--- config.mk ---
export PLATFORM = sky130hd
export DESIGN_NAME = cpu_clk_ctrl
export DESIGN_NICKNAME = d
export VERILOG_FILES = /design/src/rtl/cpu_clk_ctrl.sv
export SDC_FILE = /design/constraint.sdc
export NUM_CORES = 1
export LEC_CHECK = 0
export ABC_AREA = 0
export CORE_MARGIN = 3
export CORE_UTILIZATION = 25
export CTS_BUF_LIST = sky130_fd_sc_hd__clkbuf_4 sky130_fd_sc_hd__clkbuf_8
export CTS_CLUSTER_DIAMETER = 150
export DETAILED_ROUTE_END_ITERATION = 16
export GPL_ROUTABILITY_DRIVEN = 1
export GPL_TIMING_DRIVEN = 0
export SYNTH_ARGS = -nofsm -noshare
export SYNTH_HDL_FRONTEND = slang
export SYNTH_SLANG_ARGS = --single-unit
--- constraint.sdc ---
create_clock -name cpu_clk -period 2.7 [get_ports cpu_clk]
set_clock_uncertainty 0.2 [all_clocks]
set_input_delay 0.81 -clock cpu_clk [delete_from_list [all_inputs] [get_ports cpu_clk]]
set_output_delay 0.81 -clock cpu_clk [all_outputs]
set_load 0.05 [all_outputs]
--- src/rtl/cpu_clk_ctrl.sv ---
// cpu_clk_ctrl
//
// Clock-domain controller for the CPU core clock. Runs entirely on the PLL output
// clock: qualifies PLL lock (2-flop synchronizer + stability filter), sequences a
// stretched CPU reset, then gates core activity with a registered clock-enable under
// RUN / HALT / single-STEP control.
//
// Parameters:
//   LOCK_STABLE  consecutive synchronized-lock cycles needed to leave WAIT_LOCK (>=1)
//   RST_CYCLES   cycles cpu_rst_n is held low once lock qualifies (>=1)
//   STEP_CYCLES  enabled cycles per single-step request (>=1)
//   AUTO_RUN     1: enter RUN after the reset sequence, 0: enter HALT
//
// Ports:
//   cpu_clk     in   PLL output clock, the only clock
//   rst_n       in   asynchronous active-low reset
//   clk_lock    in   PLL locked, asynchronous to cpu_clk
//   run_req     in   level, rising edge requests RUN
//   halt_req    in   level, high requests HALT
//   step_req    in   level, rising edge requests one step
//   bp_hit      in   single-cycle breakpoint pulse from the CPU
//   cpu_rst_n   out  registered active-low CPU reset
//   cpu_en      out  registered CPU clock-enable
//   ctrl_state  out  WAIT_LOCK=0, RST_HOLD=1, HALT=2, RUN=3, STEP=4
//   cycle_cnt   out  number of cycles with cpu_en=1 (wraps)

module cpu_clk_ctrl #(
    parameter int unsigned LOCK_STABLE = 8,
    parameter int unsigned RST_CYCLES  = 16,
    parameter int unsigned STEP_CYCLES = 1,
    parameter bit          AUTO_RUN    = 1'b1
) (
    input  logic        cpu_clk,
    input  logic        rst_n,
    input  logic        clk_lock,
    input  logic        run_req,
    input  logic        halt_req,
    input  logic        step_req,
    input  logic        bp_hit,
    output logic        cpu_rst_n,
    output logic        cpu_en,
    output logic [2:0]  ctrl_state,
    output logic [31:0] cycle_cnt
);

    typedef enum logic [2:0] {
        StWaitLock = 3'd0,
        StRstHold  = 3'd1,
        StHalt     = 3'd2,
        StRun      = 3'd3,
        StStep     = 3'd4
    } state_e;

    // One counter serves both the lock filter and the reset stretch.
    localparam int unsigned CNT_MAX = (LOCK_STABLE > RST_CYCLES) ? LOCK_STABLE : RST_CYCLES;
    localparam int unsigned CNT_W   = $clog2(CNT_MAX + 1);
    localparam int unsigned STEP_W  = $clog2(STEP_CYCLES + 1);

    logic              r_lock_meta;
    logic              r_lock_s;
    logic              r_run_q;
    logic              r_run_rise;
    logic              r_step_q;
    logic              r_step_rise;
    state_e            r_state;
    logic [CNT_W-1:0]  r_cnt;
    logic [STEP_W-1:0] r_step_cnt;
    logic              r_cpu_rst_n;
    logic              r_cpu_en;
    logic [31:0]       r_cycle_cnt;

    state_e            w_state_d;
    logic [CNT_W-1:0]  w_cnt_d;
    logic [CNT_W-1:0]  w_cnt_inc;
    logic [STEP_W-1:0] w_step_cnt_d;
    logic              w_cpu_rst_n_d;
    logic              w_cpu_en_d;
    logic [31:0]       w_cycle_cnt_d;

    // Lock synchronizer and request edge detectors. The rise itself is registered,
    // so a request rising before edge k acts at edge k+1.
    always_ff @(posedge cpu_clk or negedge rst_n) begin
        if (!rst_n) begin
            r_lock_meta <= 1'b0;
            r_lock_s    <= 1'b0;
            r_run_q     <= 1'b0;
            r_run_rise  <= 1'b0;
            r_step_q    <= 1'b0;
            r_step_rise <= 1'b0;
        end else begin
            r_lock_meta <= clk_lock;
            r_lock_s    <= r_lock_meta;
            r_run_q     <= run_req;
            r_run_rise  <= run_req & ~r_run_q;
            r_step_q    <= step_req;
            r_step_rise <= step_req & ~r_step_q;
        end
    end

    always_ff @(posedge cpu_clk or negedge rst_n) begin
        if (!rst_n) begin
            r_state     <= StWaitLock;
            r_cnt       <= '0;
            r_step_cnt  <= '0;
            r_cpu_rst_n <= 1'b0;
            r_cpu_en    <= 1'b0;
            r_cycle_cnt <= '0;
        end else begin
            r_state     <= w_state_d;
            r_cnt       <= w_cnt_d;
            r_step_cnt  <= w_step_cnt_d;
            r_cpu_rst_n <= w_cpu_rst_n_d;
            r_cpu_en    <= w_cpu_en_d;
            r_cycle_cnt <= w_cycle_cnt_d;
        end
    end

    always_comb begin
        w_state_d    = r_state;
        w_cnt_d      = r_cnt;
        w_step_cnt_d = r_step_cnt;
        w_cnt_inc    = r_cnt + 1'b1;

        if ((r_state != StWaitLock) && !r_lock_s) begin
            // Lock loss overrides every request.
            w_state_d = StWaitLock;
            w_cnt_d   = '0;
        end else begin
            case (r_state)
                StWaitLock: begin
                    if (!r_lock_s) begin
                        w_cnt_d = '0;
                    end else if (w_cnt_inc == CNT_W'(LOCK_STABLE)) begin
                        w_state_d = StRstHold;
                        w_cnt_d   = '0;
                    end else begin
                        w_cnt_d = w_cnt_inc;
                    end
                end
                StRstHold: begin
                    if (w_cnt_inc == CNT_W'(RST_CYCLES)) begin
                        w_state_d = AUTO_RUN ? StRun : StHalt;
                        w_cnt_d   = '0;
                    end else begin
                        w_cnt_d = w_cnt_inc;
                    end
                end
                StRun: begin
                    if (halt_req || bp_hit) begin
                        w_state_d = StHalt;
                    end
                end
                StHalt: begin
                    if (halt_req) begin
                        w_state_d = StHalt;
                    end else if (r_step_rise) begin
                        w_state_d    = StStep;
                        w_step_cnt_d = STEP_W'(STEP_CYCLES);
                    end else if (r_run_rise) begin
                        w_state_d = StRun;
                    end
                end
                StStep: begin
                    // All requests are ignored until the step burst completes.
                    if (r_step_cnt <= STEP_W'(1)) begin
                        w_state_d    = StHalt;
                        w_step_cnt_d = '0;
                    end else begin
                        w_step_cnt_d = r_step_cnt - 1'b1;
                    end
                end
                default: begin
                    w_state_d = StWaitLock;
                    w_cnt_d   = '0;
                end
            endcase
        end

        w_cpu_rst_n_d = (w_state_d == StHalt) || (w_state_d == StRun) || (w_state_d == StStep);
        w_cpu_en_d    = (w_state_d == StRun) || (w_state_d == StStep);

        // Clear from the next reset value so the count reads 0 on the same edge the
        // CPU enters reset; increment on the current (registered) enable.
        if (!w_cpu_rst_n_d) begin
            w_cycle_cnt_d = '0;
        end else if (r_cpu_en) begin
            w_cycle_cnt_d = r_cycle_cnt + 32'd1;
        end else begin
            w_cycle_cnt_d = r_cycle_cnt;
        end
    end

    assign cpu_rst_n  = r_cpu_rst_n;
    assign cpu_en     = r_cpu_en;
    assign ctrl_state = r_state;
    assign cycle_cnt  = r_cycle_cnt;

endmodule

---- After elaboration in Yosys (flattened, before gate mapping) ----
Index checks and enable logic that the tools add are counted.
word-level totals
  register bits after elaboration ......... 49
  logic and storage cells ................. 66
  bits of input ports ..................... 7
  output and inout port bits .............. 37
cells by class
  reduce and logical (&&, ||, !) cells .... 11
  bitwise operators ....................... 5
  add/subtract/negate cells ............... 3
  $lt $le $gt $ge ......................... 1
  mux-type cells .......................... 21
  equal/unequal tests ..................... 13
operators by type and width
  cell                     number
  $mux W32                 2
  $add A32 B1 Y32 const B  1
  $mux W3                  9
  $mux W5                  4
  $pmux W3 S5              1
  $pmux W5 S3              1
  $eq A3 B2 Y1 const B     4
  $eq A3 B3 Y1 const B     2
  $ne A2 B2 Y1 const B     3
  $add A5 B1 Y5 const B    1
  $eq A5 B4 Y1 const B     1
  $eq A5 B5 Y1 const B     1
  $logic_or A1 B1 Y1       4
  $reduce_and A4 Y1        1
  $eq A3 B1 Y1 const B     1
  $logic_not A3 Y1         1
  $mux W1                  3
  $not A1 Y1               3
  $reduce_bool A3 Y1       1
  $reduce_or A3 Y1         1
  $and A1 B1 Y1            2
  $ne A2 B1 Y1 const B     1
  $pmux W1 S2              1
  $reduce_bool A2 Y1       1
  other kinds (4)          4

---- Longest topological paths before layout ----
  depth after elaboration ................. 10
  mapped depth ............................ 7
  depth with buffers taken out ............ 6

---- Least setup slack after synthesis ----
Ideal clock, no wire load.
  kind .................................... register -> register
  start point ............................. register r_cycle_cnt[4], in the netlist cycle_cnt[4]
  end point ............................... register r_cycle_cnt[27], in the netlist cycle_cnt[27]
  data required time ...................... 2.379 ns
  stages on the path, launching flop included .. 6
  buffers on the path ..................... 0
  setup slack ............................. 0.333 ns
  arrival ................................. 2.046 ns
  library setup time ...................... 0.121 ns
  clock period less this slack ............ 2.367 ns
  path through ............................ dfrtp_1 > nand4_2 > or4_4 > nor4_1 > xnor2_1 > nor2_2
between the ends
  word-level cells in the longest chain between the ends .. 3
ends and longest elaborated chain
  item                    line  RTL
  from (decl)             70    logic [31:0] r_cycle_cnt;
  from (signal assigned)  114   r_cycle_cnt <= w_cycle_cnt_d;
  $add A32 B1 Y32         187   w_cycle_cnt_d = r_cycle_cnt + 32'd1;
  $mux W32                186   end else if (r_cpu_en) begin
  $mux W32                184   if (!w_cpu_rst_n_d) begin
Every way passes these cells. The select of a mux whose other input is x is not followed.
A chain may end at the register's enable or synchronous reset.

---- Worst setup path after layout ----
  start point ............................. register r_cycle_cnt[14], in the netlist cycle_cnt[14]
  end point ............................... output cycle_cnt[14]
RTL lines
  item       line  RTL
  to (decl)  43    output logic [31:0] cycle_cnt
No word-level cell between the ends.

==> impl_metrics.env <==
export IMPL_run_status="finished, final reports clean"
export IMPL_fp_dieH_um=103
export IMPL_worst_setup_path_type="reg2out"
export IMPL_port_buffers=43
export IMPL_ys_types=43
export IMPL_fp_dieW_um=103
export IMPL_crit_required_ns=1.69
export IMPL_rsz0062_at_grt="no"
export IMPL_grt_pass1_vias=1882
export IMPL_syn_to_final_growth_pct=29.8
export IMPL_nFillCells=932
export IMPL_viasPerCell=4.64
export IMPL_grt_overflow=0
export IMPL_clock_latency_ns=0.31
export IMPL_worstPathMaxFanout=6
export IMPL_worst_pin_slew_ns=0.949
export IMPL_power_density_nw_per_um2=398
export IMPL_synthArstFlopShare_pct=100
export IMPL_max_clock_freq_ghz=0.381
export IMPL_dp_cells=391
export IMPL_yosys_register_bits=48
export IMPL_tns_ns=0
export IMPL_gp_congestion=0.811
export IMPL_clock_path_buffers=2
export IMPL_drv_cap=0
export IMPL_ant_nets=0
export IMPL_max_slew_margin_pct=36.2
export IMPL_dr_first_iter_drc_count=49
export IMPL_end_kind="output port"
export IMPL_maxSlewViolCount=0
export IMPL_path_cells="clkdlybuf4s50_1"
export IMPL_yosysWarnings=0
export IMPL_hp_start="r_lock_meta"
export IMPL_antenna_found_initial=0
export IMPL_core_um2=8930
export IMPL_crit_family="buffers and inverters"
export IMPL_reg2reg_from="cycle_cnt[3]"
export IMPL_grt_total_usage_pct=10.8
export IMPL_netlist_instances=239
export IMPL_synth_area_um2=2350
export IMPL_dieArea_um2=10600
export IMPL_crit_arrival_ns=1.62
export IMPL_diodes=0
export IMPL_synth_seq_area_share_pct=51.1
export IMPL_ys_flop_type="dfrtp_1"
export IMPL_instances_no_fill=401
export IMPL_cts_tree="built"
export IMPL_multi_input_area_um2=1120
export IMPL_setup_violations=0
export IMPL_htreeDepth=2
export IMPL_synth_nets=248
export IMPL_slowest_delay_ns=0.85
export IMPL_hold_violations=0
export IMPL_avgSynthCellArea_um2=9.84
export IMPL_min_period_over_period_pct=97.3
export IMPL_peakVddDrop_mv=0.248
export IMPL_synth_enable_flop_cells=0
export IMPL_wl_per_cell_um=13.1
export IMPL_first_pass_iters=4
export IMPL_drive_gt1_share_pct=9.56
export IMPL_crit_path_start="cycle_cnt[14]"
export IMPL_drc=0
export IMPL_cts_clk_slew_worst_paths_ns=0.09
export IMPL_met2_length_um=2450
export IMPL_start_util_pct=26.3
export IMPL_met1Wirelength_um=2480
export IMPL_leakage_nw=1.27
export IMPL_clock_sinks=48
export IMPL_wl_um=5260
export IMPL_via_count=1861
export IMPL_crit_buf_inv=1
export IMPL_grt_max_degree=31
export IMPL_regArea_um2=1200
export IMPL_crit_slowest_cell="clkdlybuf4s50_1"
export IMPL_routed_top_layer="met4"
export IMPL_critPathLaunchType="flop"
export IMPL_min_path_type="reg2reg"
export IMPL_io_pins=44
export IMPL_grt_pass1_wl_um=9120
export IMPL_wl_met3_um=282
export IMPL_nets=301
export IMPL_root_buffer="clkbuf_8"
export IMPL_num_rows=34
export IMPL_dpl_hpwl_um=3850
export IMPL_cts_hold_buf=0
export IMPL_numCtsBuffers=5
export IMPL_fin_crit_ns=2.63
## layout make-up
class                   count  share of cell area [%]
plain buffers               7                    1.07
multi-input cells         182                    36.7
well taps                 108                    4.43
repair buffers             46                    15.4
clock inverters             3                   0.615
clock buffers               5                    2.26
flip-flops and latches     48                    39.4
inverters                   2                   0.246
## cell usage after synthesis (4+ instances only)
| cell | count | share of area [%] |
|---|---|---|
| xnor2_1 | 12 | 4.5 |
| clkbuf_1 | 4 | 0.64 |
| dfrtp_1 | 48 | 51 |
| xor2_1 | 21 | 7.8 |
| nand2_1 | 24 | 3.8 |
| nor2_1 | 42 | 6.7 |
| nor2b_1 | 7 | 1.9 |
| and2_1 | 4 | 1.1 |
| nor4_1 | 5 | 1.3 |
| nor3_1 | 5 | 1.1 |
| nand3_1 | 14 | 3.0 |
| nand4_1 | 8 | 2.1 |
## path summary, 6_finish.rpt
path                            endpoint  slack (ns)  cells after the start
setup / recovery           cycle_cnt[14]        0.07                      1
max in group asynchronous  ctrl_state[2]        1.54                      2
setup reg to reg           cycle_cnt[16]        0.33                      5
min in group asynchronous  cycle_cnt[23]        0.25                      1
hold / removal                  r_lock_s        0.16                      0
hold reg to reg                 r_lock_s        0.16                      0
## sequential cells by signal (all words and copies together), names as in the netlist
| register | flops |
|---|---|
| cycle_cnt | 32 |
| r_cnt | 5 |
| ctrl_state | 3 |
| cpu_en | 1 |
| cpu_rst_n | 1 |
| r_lock_meta | 1 |
| r_lock_s | 1 |
| r_run_q | 1 |
| r_run_rise | 1 |
| r_step_q | 1 |
| r_step_rise | 1 |
## metrics by stage
step / utilization (%) / instance area [um^2] / hold slack, ns / total power, W / setup WS (ns)
2_1_floorplan: - / 2350 / 0.131 / 0.000762 / 0.333
3_3_place_gp: 32.6 / 2920 / 0.137 / 0.000791 / -0.878
3_5_place_dp: 32.8 / 2930 / 0.139 / 0.000795 / -0.328
4_1_cts: 33.8 / 3020 / 0.160 / 0.00124 / -0.00517
5_1_grt: 34.2 / 3050 / 0.188 / 0.00127 / 0.00807
6_report: 34.2 / 3050 / 0.156 / 0.00122 / 0.0739
## repair_timing
item	4_1_cts	5_1_grt
resized for setup	1	6
setup buffers	0	2
pin swaps	0	1
endpoints found under the setup margin	4	34
cloned	0	0
## logic make-up after synthesis
group / count (synthesis) / share of synthesized area (%)
adders and majority gates: 2 / 1.06
xor gates and xnor gates: 33 / 12.3
and+or+nand+nor: 130 / 29.0
AOI/OAI and AO/OA: 16 / 4.58
DFF: 48 / 51.1
buffers and inverters: 9 / 1.60
muxes: 1 / 0.426
## power breakdown
part           switching (W)  leakage (nW)  total (W)  internal [W]
combinational      0.0000242         0.561  0.0000434     0.0000192
sequential        0.00000832         0.657   0.000735      0.000726
clock               0.000256        0.0479   0.000437      0.000181
## layout by cell type, fill, tap and decap left out, types with 2 or more instances in the layout
master / synthesis / routed
and2_1: 4 / 4
nor3_1: 5 / 5
nor2_2: 3 / 3
a22o_1: 2 / 2
a21oi_1: 3 / 3
nor4_1: 5 / 4
nand4_1: 8 / 8
nand2_1: 24 / 24
dlymetal6s2s_1: 0 / 4
o21ai_0: 3 / 3
xnor2_1: 12 / 12
clkinv_2: 0 / 2
nand3_1: 14 / 14
xor2_1: 21 / 21
buf_2: 3 / 3
nor2_1: 42 / 42
and4b_1: 2 / 2
ha_1: 2 / 2
clkdlybuf4s50_1: 0 / 37
clkbuf_8: 0 / 5
and4_1: 2 / 2
nor2b_1: 7 / 7
nor4_2: 1 / 2
clkbuf_1: 4 / 4
dfrtp_1: 48 / 48
a31oi_1: 2 / 2
buf_4: 0 / 2
nor3b_1: 2 / 2
## per-layer routing
layer | vias to the layer above | global-route usage [%]
met5 | - | 0
met4 | 0 | 2.69
met3 | 5 | 2.98
met2 | 36 | 16.8
met1 | 900 | 14.9
li1 | 920 | -
(Power assumes the default switching activity.)
